File: src/rtl/load_use_interlock.sv
// Load-use interlock: stall side of the EX/WB forwarding path.
// Detects a load in EX whose rd is read by the instruction in ID, holds
// IF/ID and bubbles EX until the load data returns, then steers the captured
// memory data into the dependent operand(s) for one cycle.
// Optional feature: define INTERLOCK_PERF_CNT_EN to build the stall-cycle
// performance counter; otherwise stall_cycles is tied to zero.
module load_use_interlock #(
  parameter int CPU_INST_BITS = 32,
  parameter int STALL_TIMEOUT = 255
) (
  input  logic                     clk,
  input  logic                     reset,
  input  logic [CPU_INST_BITS-1:0] inst_ID,
  input  logic                     id_valid,
  input  logic [CPU_INST_BITS-1:0] inst_EX,
  input  logic                     ex_valid,
  input  logic                     dmem_resp_valid,
  input  logic                     flush_id,
  output logic                     stall_if_id,
  output logic                     bubble_ex,
  output logic                     fwd_A_mem,
  output logic                     fwd_B_mem,
  output logic                     err_timeout,
  output logic [31:0]              stall_cycles
);

  localparam logic [6:0] OPC_LOAD      = 7'b0000011;
  localparam logic [6:0] OPC_STORE     = 7'b0100011;
  localparam logic [6:0] OPC_BRANCH    = 7'b1100011;
  localparam logic [6:0] OPC_JALR      = 7'b1100111;
  localparam logic [6:0] OPC_ARI_RTYPE = 7'b0110011;
  localparam logic [6:0] OPC_ARI_ITYPE = 7'b0010011;
  localparam logic [6:0] OPC_CSR       = 7'b1110011;
  localparam logic [2:0] FNC_RW        = 3'b001;

  // Timeout threshold in the width of the wait counter (legal range 1..255)
  localparam logic [7:0] TIMEOUT_CNT   = 8'(STALL_TIMEOUT);

  typedef enum logic [1:0] {
    ST_IDLE = 2'd0,
    ST_WAIT = 2'd1,
    ST_FWD  = 2'd2
  } state_t;

  state_t     state_reg;
  logic       hit_a_reg;
  logic       hit_b_reg;
  logic       fwd_a_reg;
  logic       fwd_b_reg;
  logic       err_reg;
  logic [7:0] wait_cnt_reg;
  logic [7:0] wait_cnt_next;

  // Instruction fields
  logic [6:0] opc_id;
  logic [6:0] opc_ex;
  logic [2:0] f3_id;
  logic [4:0] rs1_id;
  logic [4:0] rs2_id;
  logic [4:0] rd_ex;

  assign opc_id = inst_ID[6:0];
  assign f3_id  = inst_ID[14:12];
  assign rs1_id = inst_ID[19:15];
  assign rs2_id = inst_ID[24:20];
  assign opc_ex = inst_EX[6:0];
  assign rd_ex  = inst_EX[11:7];

  // Bits of the instructions the interlock never looks at
  logic unused_inst_bits;
  assign unused_inst_bits = ^{inst_ID[CPU_INST_BITS-1:25], inst_ID[11:7],
                              inst_EX[CPU_INST_BITS-1:12]};

  logic use_rs1;
  logic use_rs2;

  // Which source registers the instruction in ID actually reads
  always_comb begin
    use_rs1 = 1'b0;
    use_rs2 = 1'b0;
    case (opc_id)
      OPC_ARI_RTYPE: begin use_rs1 = 1'b1; use_rs2 = 1'b1; end
      OPC_ARI_ITYPE: use_rs1 = 1'b1;
      OPC_LOAD:      use_rs1 = 1'b1;
      OPC_STORE:     begin use_rs1 = 1'b1; use_rs2 = 1'b1; end
      OPC_BRANCH:    begin use_rs1 = 1'b1; use_rs2 = 1'b1; end
      OPC_JALR:      use_rs1 = 1'b1;
      OPC_CSR:       use_rs1 = (f3_id == FNC_RW);
      default:       begin use_rs1 = 1'b0; use_rs2 = 1'b0; end
    endcase
  end

  logic hit_a;
  logic hit_b;
  logic hit;

  // x0 never carries a dependency, so a load to rd=0 cannot hazard
  assign hit_a = use_rs1 & (rs1_id == rd_ex);
  assign hit_b = use_rs2 & (rs2_id == rd_ex);
  assign hit   = ex_valid & id_valid & ~flush_id & (opc_ex == OPC_LOAD)
               & (rd_ex != 5'd0) & (hit_a | hit_b);

  // Saturating increment so a very long wait never wraps back to zero
  assign wait_cnt_next = (wait_cnt_reg == 8'hFF) ? wait_cnt_reg : wait_cnt_reg + 8'd1;

  logic stall_comb;

  // Stall is combinational: a fresh hit stalls in the same cycle, and while
  // waiting the hold drops in the very cycle the load data arrives
  always_comb begin
    stall_comb = 1'b0;
    case (state_reg)
      ST_WAIT: stall_comb = ~dmem_resp_valid;
      default: stall_comb = hit;
    endcase
  end

  assign stall_if_id = stall_comb;
  assign bubble_ex   = stall_comb;
  assign fwd_A_mem   = fwd_a_reg;
  assign fwd_B_mem   = fwd_b_reg;
  assign err_timeout = err_reg;

  // Interlock FSM; IDLE, FWD and any illegal encoding all evaluate a new hit
  always_ff @(posedge clk) begin
    if (reset) begin
      state_reg    <= ST_IDLE;
      hit_a_reg    <= 1'b0;
      hit_b_reg    <= 1'b0;
      fwd_a_reg    <= 1'b0;
      fwd_b_reg    <= 1'b0;
      err_reg      <= 1'b0;
      wait_cnt_reg <= 8'd0;
    end else begin
      fwd_a_reg <= 1'b0;
      fwd_b_reg <= 1'b0;
      case (state_reg)
        ST_WAIT: begin
          wait_cnt_reg <= wait_cnt_next;
          if (flush_id) begin
            // Dependent was killed: drop the pending forward
            state_reg <= ST_IDLE;
          end else if (dmem_resp_valid) begin
            state_reg <= ST_FWD;
            fwd_a_reg <= hit_a_reg;
            fwd_b_reg <= hit_b_reg;
          end else if (wait_cnt_next >= TIMEOUT_CNT) begin
            err_reg   <= 1'b1;
            state_reg <= ST_IDLE;
          end
        end
        default: begin
          if (hit) begin
            state_reg    <= ST_WAIT;
            hit_a_reg    <= hit_a;
            hit_b_reg    <= hit_b;
            wait_cnt_reg <= 8'd0;
          end else begin
            state_reg <= ST_IDLE;
          end
        end
      endcase
    end
  end

`ifdef INTERLOCK_PERF_CNT_EN
  logic [31:0] stall_cycles_reg;

  // Free-running count of stalled cycles; wraps naturally, cleared by reset
  always_ff @(posedge clk) begin
    if (reset) begin
      stall_cycles_reg <= 32'd0;
    end else if (stall_comb) begin
      stall_cycles_reg <= stall_cycles_reg + 32'd1;
    end
  end

  assign stall_cycles = stall_cycles_reg;
`else
  assign stall_cycles = 32'd0;
`endif

endmodule

File: config.mk
export PLATFORM = sky130hd
export DESIGN_NAME = load_use_interlock
export DESIGN_NICKNAME = d
export VERILOG_FILES = /design/src/rtl/load_use_interlock.sv
export SDC_FILE = /design/constraint.sdc
export NUM_CORES = 1
export LEC_CHECK = 0
export CORE_ASPECT_RATIO = 0.5
export CORE_MARGIN = 4
export CORE_UTILIZATION = 30
export CTS_CLUSTER_DIAMETER = 60
export DETAILED_ROUTE_END_ITERATION = 7
export PLACE_DENSITY = 0.74
export SETUP_SLACK_MARGIN = 0.02
export SKIP_LAST_GASP = 1
export SYNTH_ARGS = -nofsm -noshare
export SYNTH_HDL_FRONTEND = slang
export SYNTH_SLANG_ARGS = --single-unit
File: constraint.sdc
create_clock -name clk -period 1.9 [get_ports clk]
set_clock_uncertainty 0.1 [all_clocks]
set_input_delay 0.38 -clock clk [delete_from_list [all_inputs] [get_ports clk]]
set_output_delay 0.38 -clock clk [all_outputs]
set_load 0.005 [all_outputs]
-- Word-level counts from Yosys, hierarchy flattened
Index checks and enable logic that the tools add are counted.
- flip-flop bits (word level): 15
- output and inout port bits: 37
- word-level logic and storage cells: 52
- input bits: 70
- order comparisons: 1
- mux-type cells: 11
- eq/ne operators: 14
- reductions and logical operators: 7
- add/subtract/negate cells: 1
- bitwise gates (word level): 11
- operators by type and width (operator ; number):
    $mux W8 ; 3
    $eq A7 B7 Y1 const B ; 3
    $eq A7 B2 Y1 const B ; 2
    $eq A7 B6 Y1 const B ; 2
    $eq A5 B5 Y1 ; 2
    $add A8 B1 Y8 const B ; 1
    $eq A8 B8 Y1 const B ; 1
    $ge A8 B8 Y1 const B ; 1
    $mux W2 ; 4
    $and A1 B1 Y1 ; 7
    $eq A7 B5 Y1 const B ; 1
    $reduce_or A6 Y1 ; 1
    $reduce_bool A5 Y1 ; 1
    $ne A4 B4 Y1 const B ; 1
    $reduce_and A4 Y1 ; 1
    $reduce_or A4 Y1 ; 1
    $eq A3 B1 Y1 const B ; 1
    $mux W1 ; 3
    $not A1 Y1 ; 3
    $reduce_or A3 Y1 ; 1
    $eq A2 B1 Y1 const B ; 1
    $pmux W1 S2 ; 1
    $reduce_and A2 Y1 ; 1
    $reduce_bool A2 Y1 ; 1
    $or A1 B1 Y1 ; 1

-- Depth between registers and ports, before layout
Gate-level depths: netlist of the first run.
- depth in word-level cells: 8
- depth in mapped cells: 7
- mapped depth without buffers: 6

-- Worst setup path after synthesis of the first run
No wires, ideal clock.
- path kind: input to output
- start point: input inst_ID[2]
- end point: output stall_if_id
- setup slack: -0.224 ns
- buffers on the path: 1
- required time: 1.420 ns
- cell stages on the path: 6
- data arrival time: 1.644 ns
- cells stage by stage: and2b_2 > nand3_1 > or4_4 > o21a_4 > o22ai_1 > buf_4
- word-level cells in the longest chain between the ends: 7
- elaborated cells between the ends (all ways): 16
- those cells by class: eq/ne (7); mux (3); bitwise (4); reduce/logical (2)
- RTL lines (item ; RTL line ; RTL):
    start, declared ; 13 ; input logic [CPU_INST_BITS-1:0] inst_ID,
    $eq A7 B7 Y1, or another cell as far along ; 81 ; case (opc_id)
    $reduce_or A6 Y1 (no source line) or $reduce_or A3 Y1 (tied branches) ; n/a ;
    $pmux W1 S2 or $mux W1 (tied branches) ; 81 ;
    $and A1 B1 Y1 (on tied branches) ; 98, 99 ;
    $or A1 B1 Y1 (*) ; 101 ; & (rd_ex != 5'd0) & (hit_a | hit_b);
    $and A1 B1 Y1 (*) ; 101 ;
    $mux W1 (*) ; 112 ; case (state_reg)
    end, declared ; 19 ; output logic stall_if_id,
Every way passes the cells marked *; elsewhere a longest branch is shown, timed or not.

-- Worst setup path in the final report of the first run
- start point: input inst_EX[8]
- end point: output stall_if_id
- word-level cells in the longest chain between the ends: 5
- elaborated cells between the ends (all ways): 9
- those cells by class: eq/ne (2); mux (1); bitwise (5); reduce/logical (1)
- RTL lines (item ; RTL line ; RTL):
    start, declared ; 15 ; input logic [CPU_INST_BITS-1:0] inst_EX,
    $eq A5 B5 Y1 (on tied branches) ; 98, 99 ;
    $and A1 B1 Y1 (on tied branches) ; 98, 99 ;
    $or A1 B1 Y1 ; 101 ;
    $and A1 B1 Y1 (*) ; 101 ;
    $mux W1 (*) ; 112 ;
Marked as above.

==> results of run 1 <==
[power by group through the flow]
stage	Combinational [mW]	Sequential, mW	Clock (mW)
after global routing	0.222	0.331	0.286
after global placement	0.190	0.335	0
after CTS	0.190	0.328	0.266
after floorplan	0.120	0.336	0
after detailed placement	0.194	0.336	0
final	0.204	0.329	0.265
[layer usage]
metal  global-route usage, %  vias up  wire, µm
met5                       0        -         0
met4                    4.79        0        63
met3                    2.63       10       332
met2                    24.4       89      1860
met1                    17.3      653      1640
li1                        -      656         -
[metrics by stage]
stage / instance area (µm²) / worst slack, ns
final: 2000 / -0.259
after global routing: 2000 / -0.294
after CTS: 1950 / -0.313
after detailed placement: 1850 / -1.02
after global placement: 1850 / -0.996
after floorplan: 1460 / -0.143
[cell usage after synthesis (all sizes together) (2+ instances only)]
| master | number | share of area, % |
|---|---|---|
| mux2i | 2 | 1.5 |
| nor2 | 6 | 1.7 |
| xor2 | 7 | 4.6 |
| o21ai | 3 | 1.1 |
| a41oi | 2 | 2.7 |
| nor3 | 3 | 1.1 |
| nor4b | 2 | 1.3 |
| a32o | 3 | 2.3 |
| o31ai | 2 | 1.1 |
| buf | 35 | 19 |
| and4 | 2 | 1.3 |
| nor4 | 3 | 1.9 |
| clkbuf | 5 | 1.4 |
| and2 | 4 | 1.9 |
| nand4 | 2 | 0.94 |
| a211oi | 2 | 1.1 |
| nand2 | 5 | 1.4 |
| xnor2 | 4 | 2.6 |
| a21oi | 7 | 2.6 |
| a31oi | 6 | 2.8 |
| nand2b | 2 | 0.94 |
| or4 | 3 | 2.3 |
| inv | 2 | 0.57 |
| nand3 | 7 | 2.6 |
| dfxtp | 15 | 23 |
[worst min path at each step]
| stage | from | to | slack [ns] | cells past startpoint |
|---|---|---|---|---|
| 3_5_place_dp | hit_b_reg$_SDFFE_PP0P_ | fwd_B_mem$_SDFF_PP0_ | 0.35 | 1 |
| 6_report | hit_a_reg$_SDFFE_PP0P_ | fwd_A_mem$_SDFF_PP0_ | 0.36 | 1 |
| 5_1_grt | hit_b_reg$_SDFFE_PP0P_ | fwd_B_mem$_SDFF_PP0_ | 0.40 | 1 |
| 3_3_place_gp | hit_a_reg$_SDFFE_PP0P_ | fwd_A_mem$_SDFF_PP0_ | 0.35 | 1 |
| 2_1_floorplan | hit_a_reg$_SDFFE_PP0P_ | fwd_A_mem$_SDFF_PP0_ | 0.32 | 1 |
| 4_1_cts | hit_a_reg$_SDFFE_PP0P_ | fwd_A_mem$_SDFF_PP0_ | 0.37 | 1 |
[critical path, cell delays in order]
cell and delay, ns:
sky130_fd_sc_hd__buf_6 0.10, sky130_fd_sc_hd__xnor2_2 0.18, sky130_fd_sc_hd__nand3_2 0.09, sky130_fd_sc_hd__or4_4 0.55, sky130_fd_sc_hd__o21a_4 0.15, sky130_fd_sc_hd__o22ai_4 0.09, sky130_fd_sc_hd__buf_2 0.13
[layout make-up]
cell class / count / area, µm² / share of cell area [%]
multi-input combinational: 130 / 963 / 48.2
clock inverter: 1 / 5.00 / 0.250
clock buffer: 3 / 41.3 / 2.06
timing repair buffer: 75 / 614 / 30.7
tap: 54 / 67.6 / 3.38
inverter: 2 / 7.51 / 0.375
sequential: 15 / 302 / 15.1
[repair_timing]
action                                  4_1_cts  5_1_grt
endpoints found under the setup margin       13       12
gates resized for setup                      71       26
pin swaps                                    20       11
hold buffers                                  0        0
setup buffers                                 8        1
endpoints found under the hold margin         0        0
[kinds of logic (layout without fill, tap and decap cells)]
kind of cell    count (synthesis)  count (layout)  share of synthesized area (%)
flops                          15              15                           22.6
mux                             2               2                           1.51
xor+xnor                       11              11                           7.26
buf+inv                        42              81                           21.4
compound gates                 38              38                           24.6
simple gates                   46              46                           21.4
fa+ha+maj                       1               1                          0.942
other cells                     1              32                          0.282
==> results summary, run 1 <==
The number of global-route vias before repair came to 1305. The clock period minus final worst setup slack is 2.16 ns. Entering global routing, the biggest net connects 16 pins. For this run, the number of Yosys warnings is 0.

The worst endpoint data arrival time is 1.68 ns. The run finished, with violations left. The total CTS buffers came out at 3. The cell count of the worst reg-to-reg path is 6. The endpoint identified for the worst register-to-register timing path is wait_cnt_reg[5]$_SDFFE_PP0P_. The class of the most critical hold timing path is register to register.

The worst setup path is launched from a primary input. The number of rows in the core area came out at 16. The net load switching power is 0.218 mW. The via density per instance is 5.03. The final number of max-transition violations came out at 0. The internal power summed over all cells is 0.580 mW.

Detailed routing inserted a total of 1408 vias. Setup violations remaining at the end of the flow were counted as 2. The number of enable-type register cells in the synthesized netlist is 0. The fmax is 0.463 GHz.

The wire-length estimate of the detail-placed layout is 2970 µm. The filler cell count came out at 359. The static leakage came out at 0.842 nW.

The finished layout holds 280 standard cells, fillers aside. The average routed wire per standard cell is 13.9 µm. The share of total power dissipated in sequential elements is 41.3%. The worst setup path is captured at an output port. The critical-path maximum fanout came out at 2. The total negative slack for setup checks is -0.517 ns. The number of remaining DRC errors is 0. The clock share of power came out at 33.2%. The flip-flop count of the largest register, all copies and words added is 8. The overall overflow remaining after global route came out at 0.

The floorplan die area is 5620 µm². The design draws 0.798 mW. Across all register-to-register paths, the minimum setup slack is 0.12 ns.

In this run the critical register-to-register path is launched from wait_cnt_reg[0]$_SDFFE_PP0P_. The number of hold-slack violations in the final timing report was 0. The synthesized netlist contains 51 unique library cells. For this run, the post-layout net count is 298. The area growth from synthesis to final layout came out at 50.7%. The routability-driven placement congestion ratio is 0.917. The utilization of the core after routing is 49.0%. In this run the clock root is driven by a sky130_fd_sc_hd__clkbuf_8. The worst-case IR drop observed on VDD is 220 µV. The kind of critical path is primary input to output port. The max-capacitance violation count came out at 0. The final critical path takes up 114% of the cycle.

The minimum setup slack in the final design is -0.259 ns. The die is 55.0 µm tall. The number of inserted diodes is 0.

Clock latency on the worst-skew pair, taken at its later pin, is 0.25 ns. The power density relative to cell area is 399 nW/µm². The area of the core region came out at 4080 µm².

The post-synthesis async set-or-reset flop share came out at 0%. Port buffering added 42 buffers. The clock passes through at most 2 buffers. The starting DRC count in detailed routing came out at 85. The number of antenna violations at the first check in global routing came out at 0. The data required time of the critical path came out at 1.42 ns. Global routing used 13.8% of the available tracks across all layers.

The H-tree level count is 1. The summed instance area of the synthesized netlist came out at 1330 µm². The most critical setup path has its startpoint at inst_EX[8]. The post-synthesis instance total came out at 156. Once the floorplan was initialized, standard cells occupied 32.5% of the core.

In this run the worst setup path terminates at stall_if_id. The average cell area after synthesis is 8.51 µm². The post-route netlist has 34.1% of its cells at a drive strength greater than 1. TritonCTS built the clock tree. In the synthesized netlist the dominant register cell turns out to be sky130_fd_sc_hd__dfxtp_1. The top cell types in the final layout, fill and taps aside, are 32 x sky130_fd_sc_hd__conb_1, 31 x sky130_fd_sc_hd__buf_4, 14 x sky130_fd_sc_hd__dfxtp_1. The number of primary I/O pins is 107. Setup repair after global routing could not meet its margin everywhere. Clock-pin slew was measured on the worst setup and hold paths at 0.07 ns.

Sequential elements use 22.6% of the synthesized area. The number of optimization iterations in the first detailed-route pass came out at 5. The total wire length after detailed routing came out at 3900 µm.

Leaving out fill and tap cells, the most frequent cell in the layout is sky130_fd_sc_hd__conb_1. The number of nets still failing antenna checks after routing came out at 0. CTS saw 15 sinks. The number of instances in the placed design is 267.

The tightest hold margin is 0.361 ns. The portion of total power attributed to combinational logic is 25.5%. The wire length of the first global-routing pass came out at 6070 µm. The die width is 102 µm. The switching power share of the total came out at 27.3%.

Synthesis inferred 15 register bits. The checks that failed: setup timing.
(Power assumes the default switching activity.)
==> run 2, diff against run 1 <==
==> constraint.sdc (replaced) <==
create_clock -name clk -period 1.9 [get_ports clk]
set_clock_uncertainty 0.1 [all_clocks]
set_input_delay 0.57 -clock clk [delete_from_list [all_inputs] [get_ports clk]]
set_output_delay 0.57 -clock clk [all_outputs]
set_load 0.005 [all_outputs]
==> run 2 against run 1 <==
The flow still finishes with violations (setup timing). Critical path depth did not move. Via count rose by 0.21%. Utilization rose by 2.3 points. Wire length rose by 9.4%. Worst setup slack got worse by 0.40 ns. Largest cell class unchanged. Largest power group unchanged.
==> results summary, run 2 (synthesis results as in run 1) <==
The worst endpoint data arrival time is 1.89 ns. The final number of max-transition violations was 0. The hold buffer count at cts came out at 0.

The reg2reg setup slack is 0.03 ns. In this run the number of H-tree levels came out at 1. The starting DRC count in detailed routing came out at 93. The final net count came out at 305. The run finished, with violations left. The max-capacitance violation count came out at 0. The first global-routing pass estimated 6500 µm of wire. The tightest hold margin is 0.374 ns. Across the VDD grid, the largest voltage drop is 196 µV.

In this run the most critical hold path is launched from hit_a_reg$_SDFFE_PP0P_. The count of endpoints failing setup in the final report is 13. The worst hold path depth is 1. The initialized floorplan defines 16 standard-cell rows. STA classifies the critical path startpoint as a primary input. The stage delay of the slowest cell on the critical path came out at 0.54 ns. The overall overflow remaining after global route is 0. The worst setup path is captured at an output port.

The total negative slack for setup checks came out at -3.14 ns. Entering global routing, the biggest net connects 16 pins. The utilization of the core after routing is 51.3%. The area growth from synthesis to final layout came out at 57.8%. The number of global-route vias before repair was 1330. The worst hold path terminates at fwd_A_mem$_SDFF_PP0_. In this run the worst setup path begins at inst_ID[2]. After clock tree synthesis, the clock-pin slew on the worst setup and hold paths is 0.06 ns.

At the placement stage, the worst setup path has a slack of -1.42 ns. The number of cells on the worst reg-to-reg path is 6. The number of clock sinks seen by CTS came out at 15. In this run the critical register-to-register path is launched from wait_cnt_reg[0]$_SDFFE_PP0P_.

Input and output buffers added on the ports amount to 42. The static leakage came out at 0.892 nW. The number of inserted diodes came out at 0. The total CTS buffers is 3.

The power density relative to cell area is 386 nW/µm². The reg-to-reg critical path endpoint is wait_cnt_reg[0]$_SDFFE_PP0P_. The clock tree root buffer cell is sky130_fd_sc_hd__clkbuf_8.

The CTS tree is done. The placed wire-length estimate after detailed placement came out at 3090 µm. In this run the worst hold path is classified as register to register. During I/O placement, the number of pins put on the boundary was 107. The proportion of layout cells with a drive suffix above 1 is 37.8%.

Counting I/O delays and the setup requirement, the final critical path takes 2.56 ns. The data required time of the critical path is 1.23 ns. The congestion estimate from routability-driven global placement came to 0.912. For this run, design rule violations remaining after detail routing come to 0. Traced cell by cell, the critical path runs through buf_6 > and2b_2 > nand3_2 > or4_4 > o21a_4 > o22ai_4 > buf_2.

The clock latency at the later pin of the worst-skew pair came out at 0.26 ns. On the critical path, the stage with the largest delay is an instance of sky130_fd_sc_hd__or4_4. The flip-flop count of the largest register, all copies and words added is 8. The minimum setup slack in the final design came out at -0.658 ns. The die width came out at 102 µm. The number of antenna violations at the first check in global routing came out at 0. The checks that failed: setup timing. The area of the core region is 4080 µm².

Derived from the worst setup path, the maximum achievable clock frequency is 0.391 GHz. The routed design has 4270 µm of wire. The number of hold-slack violations in the final timing report is 0.

The completed layout was analyzed and its total power is 0.808 mW. The library cells used most frequently in the layout, excluding fill and tap cells, are 34 x sky130_fd_sc_hd__buf_4, 32 x sky130_fd_sc_hd__conb_1, 15 x sky130_fd_sc_hd__dfxtp_1. The critical-path maximum fanout came out at 2. The total vias in the final route is 1411. Setup repair after global routing could not meet its margin everywhere. The critical path in this run is classified as primary input to output port. The floorplan step set the die height to 55.0 µm.

The global-route usage over all layers is 15.4%. The floorplan die area is 5620 µm². The number of nets still failing antenna checks after routing is 0.

The library cell used most frequently in the layout, excluding fill and tap cells, is sky130_fd_sc_hd__buf_4. The part of the cycle the worst path needs came out at 135%. After detailed routing, the average wire length per cell comes to 14.9 µm. The effective utilization at floorplan came out at 32.5%. The via density per instance is 4.92. The number of optimization iterations in the first detailed-route pass is 4. The number of buffers on the longest clock path came out at 2.
run 2: cell count changes in the layout (fill, tap and decap cells not counted), moves of 2 or more:
cell	before	now
sky130_fd_sc_hd__a211oi_2	0	2
sky130_fd_sc_hd__clkdlybuf4s50_1	11	9
sky130_fd_sc_hd__clkdlybuf4s15_1	6	4
sky130_fd_sc_hd__a211oi_1	2	0
sky130_fd_sc_hd__buf_4	31	34
sky130_fd_sc_hd__buf_6	5	11
sky130_fd_sc_hd__dlygate4sd2_1	8	11
run 2: worst max-delay path by stage:
| stage | to | depth (start not counted) |
|---|---|---|
| CTS | stall_if_id | 7 |
| detailed placement | stall_if_id | 7 |
| finish | stall_if_id | 7 |
| global placement | stall_if_id | 7 |
| global route | stall_if_id | 7 |
| floorplan | stall_if_id | 6 |
run 2: layer usage:
| metal | vias to the layer above | global-route usage (%) | part of all wire (%) |
|---|---|---|---|
| met5 | - | 0 | 0 |
| met4 | 0 | 5.66 | 2.2 |
| met3 | 7 | 2.00 | 7.8 |
| met2 | 71 | 29.8 | 49 |
| met1 | 664 | 17.8 | 41 |
| li1 | 669 | - | - |
run 2: final cells by class:
type / count / area [µm²]
fill: 352 / 1990
multi-input combinational: 130 / 996
timing repair buffer: 82 / 678
sequential: 15 / 300
tap: 54 / 67.6
clock buffer: 4 / 45.0
inverter: 2 / 7.51
run 2: metrics by stage:
stage | std cells | cell area [µm²]
final | 287 | 2090
after global routing | 287 | 2090
after CTS | 285 | 2020
after detailed placement | 272 | 1890
after global placement | 272 | 1890
after floorplan | 187 | 1460
run 2: report_power, final:
part | leakage, nW | switching [mW] | internal [mW]
registers | 0.121 | 0.00411 | 0.322
clock network | 0.0228 | 0.116 | 0.149
logic | 0.748 | 0.0991 | 0.118
total | 0.892 | 0.220 | 0.589
run 2: repair_timing:
| item | CTS | global route |
|---|---|---|
| hold endpoints to repair | 0 | 0 |
| buffers inserted | 18 | 4 |
| pin swaps | 20 | 14 |
| endpoints found under the setup margin | 14 | 14 |
| resized for setup | 90 | 25 |
run 2: worst max-delay path, delay by kind of cell:
kind | cells | cell delay (ns)
buffers and inverters | 2 | 0.23
AND/OR/NAND/NOR | 3 | 0.83
AO/OA/AOI/OAI | 2 | 0.26
==> run 3, diff against run 2 <==
==> constraint.sdc (replaced) <==
create_clock -name clk -period 1.9 [get_ports clk]
set_clock_uncertainty 0.1 [all_clocks]
set_input_delay 0.38 -clock clk [delete_from_list [all_inputs] [get_ports clk]]
set_output_delay 0.38 -clock clk [all_outputs]
set_load 0.005 [all_outputs]
==> results of run 3 <==
The final DEF is identical to that of run 1; final timing and power are the same.
==> variant 1: new RTL, flow settings as in run 2 <==
`STALL_TIMEOUT`: 255 -> 127.
--- a/src/rtl/load_use_interlock.sv
+++ b/src/rtl/load_use_interlock.sv
@@ -6,7 +6,7 @@
 // performance counter; otherwise stall_cycles is tied to zero.
 module load_use_interlock #(
   parameter int CPU_INST_BITS = 32,
-  parameter int STALL_TIMEOUT = 255
+  parameter int STALL_TIMEOUT = 127
 ) (
   input  logic                     clk,
   input  logic                     reset,
Check against the original RTL: same outputs for any inputs over 10 cycles, from zero or initial values and one cycle with reset high; that may be too few to reach the edited logic, so the function may still have changed.
==> variant 1 against run 2 <==
Setup slack improved by 0.065 ns; global-route usage shrank 0.58 points; design area down 3.1%; sequential cell count is the same; routed wire length down 5.5%; area after synthesis rose by 0.19%; total power decreased by 10%; the flow still finishes with violations (negative setup slack).
==> variant 1: results (changes against run 2) <==
| Metric | Value |
|---|---|
| Worst vdd ir | 167 uV (-15%) |
| Layout Nets | 306 (+0.33%) |
| Wire per inst | 14.0 um (-5.9%) |
| GRT met3 Usage | 2.88% (+0.88 points) |
| Share of cells above drive strength 1 | 34.2% (-3.6 points) |
| ANT cells | 0 (unchanged) |
| DP HPWL | 3070 um (-0.62%) |
| Setup violations, final | 2 (-11) |
| RePlAce Congestion | 0.924 (+1.3%) |
| P_leak | 0.919 nW (+3.1%) |
| Largest net degree at the start of global routing | 13 (-3) |
| Fillcell total | 404 (+15%) |
| Met2 GRT Util | 27.5% (-2.3 points) |
| Setup ws final | -0.593 ns (+0.0653 ns) |
| Drt first pass iters | 4 (unchanged) |
| CTS root buffer | clkbuf_8 |
| Worst R2R Setup Slack | 0.04 ns |
| Max reg flops | 8 (unchanged) |
| Xor and xnor area share after synthesis | 6.59% (-0.67 points) |
| Synth area leaders | dfxtp_1, buf_4, xor2_1 |
| Synth cell count leaders | buf_4, dfxtp_1, nor2_1, a21oi_1, xor2_1 |
| GRT Total Usage | 14.8% (-0.58 points) |
| CP peak stage delay | 0.53 ns |
| Complex-gate fraction of the synthesized area | 15.7% (-8.9 points) |
| Worst Hold Slack | 0.354 ns (-0.0197 ns) |
| DP Worst Slack | -1.48 ns (-0.0651 ns) |
| Met1 usage | 17.5% (-0.37 points) |
| Sw Pwr | 0.187 mW (-15%) |
| Initial DRC count | 74 (-20%) |
| Clock buffer count from CTS | 3 (unchanged) |
| Status | finished with violations |
| Initial antenna violation count | 0 (unchanged) |
| Vias in the first global route | 1361 (+2.3%) |
| Worst EP arrival | 1.82 ns (-0.07 ns) |
| Via density | 4.88 (-0.84%) |
| Post-synthesis mux area share | 1.88% (+0.37 points) |
| Synth cell types | 46 (-9.8%) |
| Sum of negative setup slack | -1.18 ns (+1.96 ns) |
| Failing checks | negative setup slack |
| Sequential area share after synthesis | 22.6% (-0.043 points) |
| First-pass GRT wire length | 6400 um (-1.5%) |
| CP max stage cell | or4_4 |
| Post-synthesis adder-cell area fraction | 0.941% (-0.0018 points) |
-- variant 1: worst paths after layout --
path | startpoint | endpoint | depth (start not counted)
setup / recovery | inst_EX[4] | stall_if_id | 7
hold / removal | hit_b_reg | fwd_B_mem | 1
setup reg to reg | wait_cnt_reg[1] | state_reg[0] | 6
hold reg to reg | hit_b_reg | fwd_B_mem | 1
-- variant 1: area by class of cell --
class                      count  area [sq um]  share of cell area [%]
sequential                    15           307                    15.1
multi-input combinational    146          1020                    50.3
timing repair buffer          68           582                    28.7
clock inverter                 1          7.51                   0.370
tap                           54          67.6                    3.33
inverter                       1          3.75                   0.185
clock buffer                   3          41.3                    2.03
-- variant 1: timing repair --
item | 4_1_cts | 5_1_grt
setup endpoints to repair | 13 | 14
resized for setup | 63 | 30
pin swaps | 23 | 23
setup buffers | 23 | 1
hold buffers | 0 | 0
-- variant 1: metrics by stage --
step / total power [mW] / std cells
after floorplan: 0.412 / 200
after global placement: 0.466 / 282
after detailed placement: 0.469 / 282
after CTS: 0.728 / 301
after global routing: 0.761 / 288
final: 0.725 / 288
-- variant 1: critical path, delay by kind of cell --
| family | cells | cell delay, ns |
|---|---|---|
| compound gates | 1 | 0.11 |
| buf+inv | 2 | 0.22 |
| simple gates | 4 | 0.92 |
-- variant 1: power by group through the flow --
| stage | Combinational [mW] | Clock, mW | Sequential, mW |
|---|---|---|---|
| floorplan | 0.0906 | 0 | 0.321 |
| global placement | 0.145 | 0 | 0.321 |
| detailed placement | 0.147 | 0 | 0.321 |
| CTS | 0.141 | 0.273 | 0.314 |
| global route | 0.155 | 0.292 | 0.314 |
| finish | 0.142 | 0.269 | 0.314 |
-- variant 1: per-layer routing --
metal,part of all wire [%],up-vias
met5,0,-
met4,0.94,0
met3,8.7,4
met2,51,85
met1,39,646
li1,-,669
-- variant 1: logic make-up (layout without fill, tap and decap cells) --
group,after synthesis,in the layout
XOR/XNOR,10,10
AO/OA/AOI/OAI,32,32
adder cells (fa/ha/maj),1,1
multiplexers,2,2
flip-flops,15,15
AND/OR/NAND/NOR,69,69
other,1,32
buffers and inverters,39,73
==> variant 2: new RTL, settings of run 2 <==
Made on the original files. Re-encode `state_t` (3 states) as one-hot, 3 bits wide.
--- a/src/rtl/load_use_interlock.sv
+++ b/src/rtl/load_use_interlock.sv
@@ -36,10 +36,10 @@
   // Timeout threshold in the width of the wait counter (legal range 1..255)
   localparam logic [7:0] TIMEOUT_CNT   = 8'(STALL_TIMEOUT);
 
-  typedef enum logic [1:0] {
-    ST_IDLE = 2'd0,
-    ST_WAIT = 2'd1,
-    ST_FWD  = 2'd2
+  typedef enum logic [2:0] {
+    ST_IDLE = 3'b001,
+    ST_WAIT = 3'b010,
+    ST_FWD  = 3'b100
   } state_t;
 
   state_t     state_reg;
Function: same outputs for any inputs over 10 cycles, from zero or initial values and one cycle with reset high; not proved beyond that.
==> variant 2 against run 2 <==
The run still ends with negative setup slack left; highest routed layer unchanged; fmax grew 3.7%; sequential cell count grew 1; routed wire length shrank 0.28%; total power grew 3.8%; area after synthesis grew 3.2%; first-iteration DRC count grew 28%; count of clock-buffer cells in the layout is the same; design area grew 6.8%; setup slack gained 0.092 ns; via count grew 4.5%.
==> variant 2: results (changes against run 2) <==
| Metric | Value |
|---|---|
| R2R Path End | state_reg[1] |
| Post-cts resize count | 102 (+13%) |
| RePlAce Congestion | 0.842 (-7.7%) |
| Reg clk slew, reported paths | 0.06 ns (about the same) |
| GRT Total Usage | 13.5% (-1.8 points) |
| Initial DRC count | 119 (+28%) |
| First-pass GRT wire length | 6590 um (+1.4%) |
| Largest net degree at the start of global routing | 10 (-6) |
| Worst EP arrival | 1.80 ns (-0.09 ns) |
| Failing checks | negative setup slack |
| Setup ws final | -0.566 ns (+0.0924 ns) |
| Placed Cells | 294 (+8.1%) |
| DP Worst Slack | -1.43 ns (-0.0155 ns) |
| Top delay family on crit path | simple AND/OR/NAND/NOR gates |
| Setup violations, final | 8 (-5) |
| Worst vdd ir | 232 uV (+18%) |
| P_leak | 0.970 nW (+8.8%) |
| Share of cells above drive strength 1 | 40.3% (+2.5 points) |
| Setup Buffers After CTS | 11 (-7) |
| Sequential area share after synthesis | 23.4% (+0.76 points) |
| Synth area leaders | dfxtp_1, buf_4, nand2_1 |
| Layout Nets | 325 (+6.6%) |
| Layout Cells excl Fill | 310 (+8.0%) |
| Synth cell count leaders | buf_4, dfxtp_1, nand2_1, nor2_1 |
| Critical Path Start | inst_EX[6] |
| Status | finished with violations |
| Fillcell total | 392 (+11%) |
| Wire per inst | 13.7 um (-7.7%) |
| DP HPWL | 3020 um (-2.3%) |
| Gate Count Post-Synth | 171 (+9.6%) |
-- variant 2: power breakdown --
group	internal (mW)	switching, mW
sequential	0.338	0.00244
clock	0.184	0.114
combinational	0.107	0.0943
total	0.628	0.211
-- variant 2: cell type report --
class	instances	share of cell area [%]
Inverter	2	0.336
Tap cell	57	3.19
Timing Repair Buffer	85	29.7
Clock buffer	4	2.46
Multi-Input combinational cell	146	49.8
Sequential cell	16	14.5
-- variant 2: how the worst min path moves through the flow --
stage	from	end	slack, ns	cells past startpoint
floorplan	hit_b_reg	hit_b_reg	0.35	1
finish	err_timeout	err_timeout	0.39	1
global route	err_timeout	err_timeout	0.40	1
detailed placement	err_timeout	err_timeout	0.36	1
CTS	err_timeout	err_timeout	0.38	1
global placement	err_timeout	err_timeout	0.37	1
-- variant 2: cells by family after synthesis --
family          Yosys count  share of synthesized area (%)
fa+ha+maj                 1                          0.913
flops                    16                           23.4
other cells               1                          0.274
simple gates             63                           26.2
buf+inv                  40                           20.1
mux                       4                           2.92
compound gates           37                           20.5
xor+xnor                  9                           5.75
-- variant 2: metal layers --
| metal | wire length, um | vias to the layer above | part of all wire (%) | global-route usage [%] |
|---|---|---|---|---|
| met5 | 0 | - | 0 | 0 |
| met2 | 2230 | 71 | 52 | 26.0 |
| li1 | - | 712 | - | - |
| met4 | 31 | 0 | 0.73 | 3.22 |
| met1 | 1700 | 688 | 40 | 15.5 |
| met3 | 295 | 4 | 6.9 | 2.90 |
-- variant 2: per-stage QoR --
stage	TNS [ns]	area (sq um)	util, %
floorplan	-1.38	1530	-
global placement	-9.48	1980	45.1
detailed placement	-10.55	1980	45.1
CTS	-2.14	2170	49.3
global route	-2.96	2240	50.8
finish	-2.48	2240	50.8
